File: config.mk
export PLATFORM = sky130hd
export DESIGN_NAME = pcs_rx_block_sync
export DESIGN_NICKNAME = d
export VERILOG_FILES = /design/src/rtl/pcs_rx_block_sync.sv
export SDC_FILE = /design/constraint.sdc
export NUM_CORES = 1
export LEC_CHECK = 0
export BUFFER_PORTS_ARGS = -buffer_cell sky130_fd_sc_hd__buf_2
export CAP_MARGIN = 10
export CORE_UTILIZATION = 48
export CTS_BUF_LIST = sky130_fd_sc_hd__clkbuf_8
export CTS_CLUSTER_DIAMETER = 150
export DETAILED_ROUTE_END_ITERATION = 6
export PLACE_DENSITY = 0.87
export SYNTH_ARGS = -nofsm -noshare
export SYNTH_HDL_FRONTEND = slang
export SYNTH_SLANG_ARGS = --single-unit
export TNS_END_PERCENT = 5
File: constraint.sdc
create_clock -name i_clk -period 1.4 [get_ports i_clk]
set_clock_uncertainty 0.15 [all_clocks]
set_input_delay 0.14 -clock i_clk [delete_from_list [all_inputs] [get_ports i_clk]]
set_output_delay 0.14 -clock i_clk [all_outputs]
set_load 0.02 [all_outputs]
File: src/rtl/pcs_rx_block_sync.sv
// 64b/66b receive block synchronizer: hunts for sync-header alignment by slipping
// the gearbox, then declares and supervises block lock over 64-header windows.
module pcs_rx_block_sync #(
    parameter int DATA_WIDTH     = 32,
    parameter int SH_CNT_MAX     = 64,
    parameter int SH_INVALID_MAX = 16,
    parameter int SLIP_WAIT      = 32
) (
    input  logic                  i_clk,
    input  logic                  i_reset_n,
    input  logic [DATA_WIDTH-1:0] i_rx_data,
    input  logic [1:0]            i_rx_hdr,
    input  logic                  i_rx_hdr_valid,
    input  logic                  i_rx_data_valid,
    output logic                  o_rx_slip,
    output logic                  o_block_lock,
    output logic [DATA_WIDTH-1:0] o_rx_data,
    output logic [1:0]            o_rx_hdr,
    output logic                  o_rx_hdr_valid,
    output logic                  o_rx_valid
);

    localparam int WAIT_W = $clog2(SLIP_WAIT + 1);

    typedef enum logic [1:0] {
        ST_RESET_CNT,
        ST_TEST,
        ST_SLIP,
        ST_SLIP_WAIT
    } state_t;

    // A sync header is valid only when its two bits differ (01 data, 10 control).
    function automatic logic sh_valid(input logic [1:0] sh);
        return sh[1] ^ sh[0];
    endfunction

    state_t              state_q, state_d;
    logic [6:0]          sh_cnt_q, sh_cnt_d, sh_cnt_inc;
    logic [4:0]          sh_invalid_cnt_q, sh_invalid_cnt_d, sh_invalid_inc;
    logic [WAIT_W-1:0]   wait_cnt_q, wait_cnt_d;
    logic                lock_q, lock_d;
    logic                slip_q, slip_d;
    logic                hdr_event;

    logic [DATA_WIDTH-1:0] rx_data_q, rx_data_d;
    logic [1:0]            rx_hdr_q, rx_hdr_d;
    logic                  rx_hdr_valid_q, rx_hdr_valid_d;
    logic                  rx_valid_q, rx_valid_d;

    assign hdr_event      = i_rx_hdr_valid & i_rx_data_valid;
    assign sh_cnt_inc     = sh_cnt_q + 7'd1;
    assign sh_invalid_inc = sh_invalid_cnt_q + 5'd1;

    always_comb begin
        state_d          = state_q;
        sh_cnt_d         = sh_cnt_q;
        sh_invalid_cnt_d = sh_invalid_cnt_q;
        wait_cnt_d       = wait_cnt_q;
        lock_d           = lock_q;
        slip_d           = 1'b0;

        case (state_q)
            ST_RESET_CNT: begin
                sh_cnt_d         = '0;
                sh_invalid_cnt_d = '0;
                state_d          = ST_TEST;
            end

            ST_TEST: begin
                if (hdr_event) begin
                    sh_cnt_d = sh_cnt_inc;
                    if (sh_valid(i_rx_hdr)) begin
                        if (sh_cnt_inc == 7'(SH_CNT_MAX)) begin
                            if (sh_invalid_cnt_q == 5'd0) begin
                                lock_d = 1'b1;
                            end
                            state_d = ST_RESET_CNT;
                        end
                    end else begin
                        sh_invalid_cnt_d = sh_invalid_inc;
                        // Unlock takes priority over a window ending on the same header.
                        if (!lock_q || (sh_invalid_inc == 5'(SH_INVALID_MAX))) begin
                            lock_d  = 1'b0;
                            slip_d  = 1'b1;
                            state_d = ST_SLIP;
                        end else if (sh_cnt_inc == 7'(SH_CNT_MAX)) begin
                            state_d = ST_RESET_CNT;
                        end
                    end
                end
            end

            ST_SLIP: begin
                lock_d     = 1'b0;
                wait_cnt_d = '0;
                state_d    = ST_SLIP_WAIT;
            end

            ST_SLIP_WAIT: begin
                // The gearbox needs time to settle after a slip; pauses do not stretch this.
                if (wait_cnt_q == WAIT_W'(SLIP_WAIT - 1)) begin
                    state_d = ST_RESET_CNT;
                end else begin
                    wait_cnt_d = wait_cnt_q + WAIT_W'(1);
                end
            end

            default: begin
                state_d = ST_RESET_CNT;
            end
        endcase
    end

    always_ff @(posedge i_clk or negedge i_reset_n) begin
        if (!i_reset_n) begin
            state_q          <= ST_RESET_CNT;
            sh_cnt_q         <= '0;
            sh_invalid_cnt_q <= '0;
            wait_cnt_q       <= '0;
            lock_q           <= 1'b0;
            slip_q           <= 1'b0;
        end else begin
            state_q          <= state_d;
            sh_cnt_q         <= sh_cnt_d;
            sh_invalid_cnt_q <= sh_invalid_cnt_d;
            wait_cnt_q       <= wait_cnt_d;
            lock_q           <= lock_d;
            slip_q           <= slip_d;
        end
    end

    // Output register stage: data qualified with the lock seen in the same cycle.
    always_comb begin
        rx_data_d      = rx_data_q;
        rx_hdr_d       = rx_hdr_q;
        if (i_rx_data_valid) begin
            rx_data_d = i_rx_data;
            rx_hdr_d  = i_rx_hdr;
        end
        rx_hdr_valid_d = hdr_event;
        rx_valid_d     = i_rx_data_valid & lock_q;
    end

    always_ff @(posedge i_clk or negedge i_reset_n) begin
        if (!i_reset_n) begin
            rx_data_q      <= '0;
            rx_hdr_q       <= 2'b00;
            rx_hdr_valid_q <= 1'b0;
            rx_valid_q     <= 1'b0;
        end else begin
            rx_data_q      <= rx_data_d;
            rx_hdr_q       <= rx_hdr_d;
            rx_hdr_valid_q <= rx_hdr_valid_d;
            rx_valid_q     <= rx_valid_d;
        end
    end

    assign o_rx_slip      = slip_q;
    assign o_block_lock   = lock_q;
    assign o_rx_data      = rx_data_q;
    assign o_rx_hdr       = rx_hdr_q;
    assign o_rx_hdr_valid = rx_hdr_valid_q;
    assign o_rx_valid     = rx_valid_q;

endmodule

# Word level (Yosys, flattened, before mapping)
# Cells that the tools add are included.
# totals
reg_bits,58
output_inout_bits,38
# op_classes
addsub,3
eq_ne,13
muxes,23
bitwise,3
n_reduce_logical,12
# op_table
op,count
one-hot mux 7 bit (2 select lines),1
one-hot mux 6 bit (2 select lines),1
two-way mux 2 bit,5
two-way mux 5 bit,2
one-hot mux 5 bit (2 select lines),1
two-way mux 1 bit,9
!= test 3 bit (second input constant),3
!= test 2 bit (second input constant),4
one-hot mux 2 bit (4 select lines),1
adder 7 x 1 -> 7 bit (second input constant),1
== test 7 bit (second input constant),1
two-way mux 7 bit,1
adder 6 x 1 -> 6 bit (second input constant),1
== test 6 x 5 -> 1 bit (second input constant),1
two-way mux 6 bit,1
AND reduction 2 bit,3
nonzero test 2 bit,3
adder 5 x 1 -> 5 bit (second input constant),1
== test 5 bit (second input constant),1
logical NOT 5 bit,1
AND reduction 5 bit,1
== test 2 bit (second input constant),2
AND reduction 3 bit,1
bitwise AND 1 bit,2
6 further kinds,6

# Logic depth before layout (Yosys ltp)
# depth
depth_word,7
mapped_depth,6
mapped_depth_nobuf,5

# Worst setup path after synthesis
# No wires, ideal clock.
# synth_path
kind,reg-to-reg
start,reg sh_invalid_cnt_q[0]
end,"reg lock_q, in the netlist o_block_lock"
arrival_time_ns,1.311
required_time_ns,1.171
path_slack_ns,-0.140
stages_incl_launch_ff,6
path_buffers,0
period_less_slack_ns,1.540
cell_sequence,dfrtp_1 -> inv_1 -> ha_1 -> or4b_1 -> nor4_2 -> a2bb2oi_1
# synth_between
elab_chain_cells,5
# synth_rtl
item,line_no,rtl
from (decl),39,"logic [4:0] sh_invalid_cnt_q, sh_invalid_cnt_d, sh_invalid_inc;"
from (signal assigned),125,sh_invalid_cnt_q <= sh_invalid_cnt_d;
adder 5 x 1 -> 5 bit,52,assign sh_invalid_inc = sh_invalid_cnt_q + 5'd1;
== test 5 bit,82,if (!lock_q || (sh_invalid_inc == 5'(SH_INVALID_MAX))) begin
logical OR 1 bit,82,
!= test 3 bit (no line),n/a,
AND reduction 5 bit (no line) *,n/a,
to (signal assigned),127,lock_q <= lock_d;
to (decl),41,"logic lock_q, lock_d;"
# Every way passes the cells marked *; elsewhere a longest branch is shown, timed or not.
# A chain may end at the register's enable or synchronous reset.

# Final worst setup path
# layout_path
start,reg sh_invalid_cnt_q[1]
end,"reg lock_q, in the netlist o_block_lock"
# Same word-level chain as after synthesis.

==> metrics.yaml <==
initial_core_util_pct: 50.2
drt-initial-drc-count: 164
vias: 2403
peakVddDrop_mv: 0.831
reg2reg_slack_ns: -0.27
reg2reg_depth: 5
start_kind: "flip-flop"
min_path_type: "in2reg"
clockRootBuffer: "clkbuf_8"
grt_setup_unrepaired: "true"
avgRoutedWirePerCell_um: 19.8
io_pins: 76
status: "finished, violations left"
grt-ovfl-total: 0
die_x_um: 75.6
dominantRegCellSynth: "dfrtp_1"
synth_area_per_cell_um2: 12.2
cts.htree.levels: 3
synth_cell_types: 45
syn-num-nets: 255
r2r-start: "sh_invalid_cnt_q[1]$_DFFE_PN0P_"
fp.dieH_um: 75.6
row_count: 26
p_leak_nw: 1.86
drive_gt1_share_pct: 49.2
utilization_pct: 75.0
worstMarginPinSlew_ns: 0.440
final_common_cell: "buf_2"
violations: "negative setup slack"
setup_violations: 14
path_clk_slew_ns: 0.07
antenna_found_initial: 0
place_ws_ns: -0.178
clk_latency_ns: 0.35
syn_to_final_growth_pct: 49.3
fin_nets: 398
async_reset_ff_share_pct: 100
final_cell_mix: "buf_2 (75), dfrtp_1 (58), mux2_2 (35), dlygate4sd3_1 (35), buf_4 (29)"
drt_pass1_iterations: 5
end_kind: "flip-flop"
power_density_mw_per_mm2: 1600
hold_viol_final: 0
fill_cells: 280
synth_sequential_area_ratio_pct: 55.8
cts_tree: "yes"
synth.cell_area_mm2: 0.00260
synthCells: 213
core-area_mm2: 0.00517
crit_type: "reg2reg"
grt_pass1_vias: 2357
dp_hpwl_um: 4400
synth_edf_count: 0
period_share_pct: 120
max_freq_mhz: 597
slew_viol_final: 0
place.gp.congestion: 0.822
grt_usage_pct: 30.0
grt_first_pass_wirelength_um: 11900
slew_headroom_pct: 70.6
cap_viol_max_count: 0
postRouteAntennaNets: 0
finalPower_mw: 6.22
cp.required_ns: 1.52
antennaDiodeCount: 0
timing.final.ws_setup_ns: -0.274
grt_start_max_net_pins: 59
dp_cells: 380
port_buffers: 75
arrival_ns: 1.79
critPathMaxFanout: 2
drc_errors: 0
vias_per_cell: 5.59
place_area_mm2: 0.00326
cts_buffer_depth: 2
reg2reg_to: "o_block_lock$_DFFE_PN0P_"
yosysWarnings: 0
cp-startpoint: "sh_invalid_cnt_q[1]$_DFFE_PN0P_"
period_needed_ns: 1.67
final_cells: 430
cts_sinks: 58
synth-seq-cells: 58
cp-endpoint: "o_block_lock$_DFFE_PN0P_"
fin_area_mm2: 0.00388
cts_buffers: 9
die_area_mm2: 0.00571
wl_um: 8490
min_delay_path_depth: 3
==> area by class of cell <==
type                    count  area, um2  share of cell area, %
multi-input cells         138       1150                   29.7
inverters                   8       31.3                  0.806
repair buffers            141        975                   25.1
clock buffers              10        138                   3.55
clock inverters             5       47.5                   1.23
flip-flops and latches     58       1450                   37.4
well taps                  70       87.6                   2.26
==> sequential cells by signal, indices dropped and copies added, names as in the netlist, named ones only <==
name	flops
o_block_lock	1
o_rx_slip	1
sh_invalid_cnt_q	5
sh_cnt_q	7
state_q	1
o_rx_valid	1
o_rx_data	32
o_rx_hdr_valid	1
o_rx_hdr	2
wait_cnt_q	6
==> how the worst min path moves through the flow <==
stage,startpoint,end,slack [ns]
4_1_cts,i_rx_hdr_valid,o_rx_hdr_valid$_DFF_PN0_,0.005
5_1_grt,i_rx_hdr_valid,o_rx_hdr_valid$_DFF_PN0_,0.05
2_1_floorplan,i_reset_n,async pin,-0.31
3_5_place_dp,i_reset_n,o_rx_data[4]$_DFFE_PN0P_,0.02
6_report,i_rx_hdr_valid,o_rx_hdr_valid$_DFF_PN0_,0.02
3_3_place_gp,i_reset_n,o_rx_data[10]$_DFFE_PN0P_,0.009
==> where the power goes <==
| part | internal (mW) | switching (mW) |
|---|---|---|
| combinational | 1.16 | 1.22 |
| clock | 0.841 | 0.692 |
| sequential | 2.00 | 0.303 |
==> kinds of logic (layout without fill, tap and decap cells) <==
group / Yosys count / in the layout / share of synthesized area (%)
compound gates: 35 / 35 / 9.05
xor+xnor: 3 / 3 / 1.01
fa+ha+maj: 4 / 4 / 1.93
buf+inv: 17 / 164 / 2.94
flops: 58 / 58 / 55.8
mux: 43 / 43 / 18.2
simple gates: 53 / 53 / 11.0
==> routing by layer <==
metal,part of all wire (%),vias up,global-route usage (%)
met3,7.1,30,6.08
met4,4.5,0,18.7
met5,0,-,0
li1,-,1054,-
met1,36,1176,30.2
met2,53,143,56.4
==> cells in the mapped netlist (all sizes together) (2+ instances only) <==
cell,number,area (um2)
a21oi,7,35.0
a22o,5,43.8
a22oi,2,20.0
and2,3,18.8
and3,5,31.3
buf,7,37.5
clkbuf,2,7.51
dfrtp,58,1450
ha,4,50.1
inv,7,26.3
mux2,35,394
mux2i,8,80.1
nand2,18,70.1
nand3,6,35.0
nand4,3,18.8
nor2,8,32.5
nor3,2,10.0
nor4,2,18.8
o21ai,11,55.1
xnor2,3,26.3
==> what timing repair did <==
item	4_1_cts	5_1_grt
hold buffers	35	0
pin swaps	3	7
resized for setup	14	13
hold endpoints to repair	92	0
endpoints found under the setup margin	15	21
buffers inserted	0	0
==> worst max-delay path, stage by stage (launching register included) <==
cell       delay, ns
dfrtp_1         0.39
inv_1           0.07
ha_1            0.16
or4b_4          0.49
nor4_4          0.14
a2bb2oi_1       0.19
==> through the flow <==
step,setup TNS [ns],hold WS [ns]
floorplan,-0.266,-0.306
global placement,-0.319,0.00917
detailed placement,-0.748,0.0186
CTS,-0.764,0.00473
global route,-2.09,0.0478
finish,-1.33,0.0241
No activity file was read; power rests on OpenSTA's default activity.
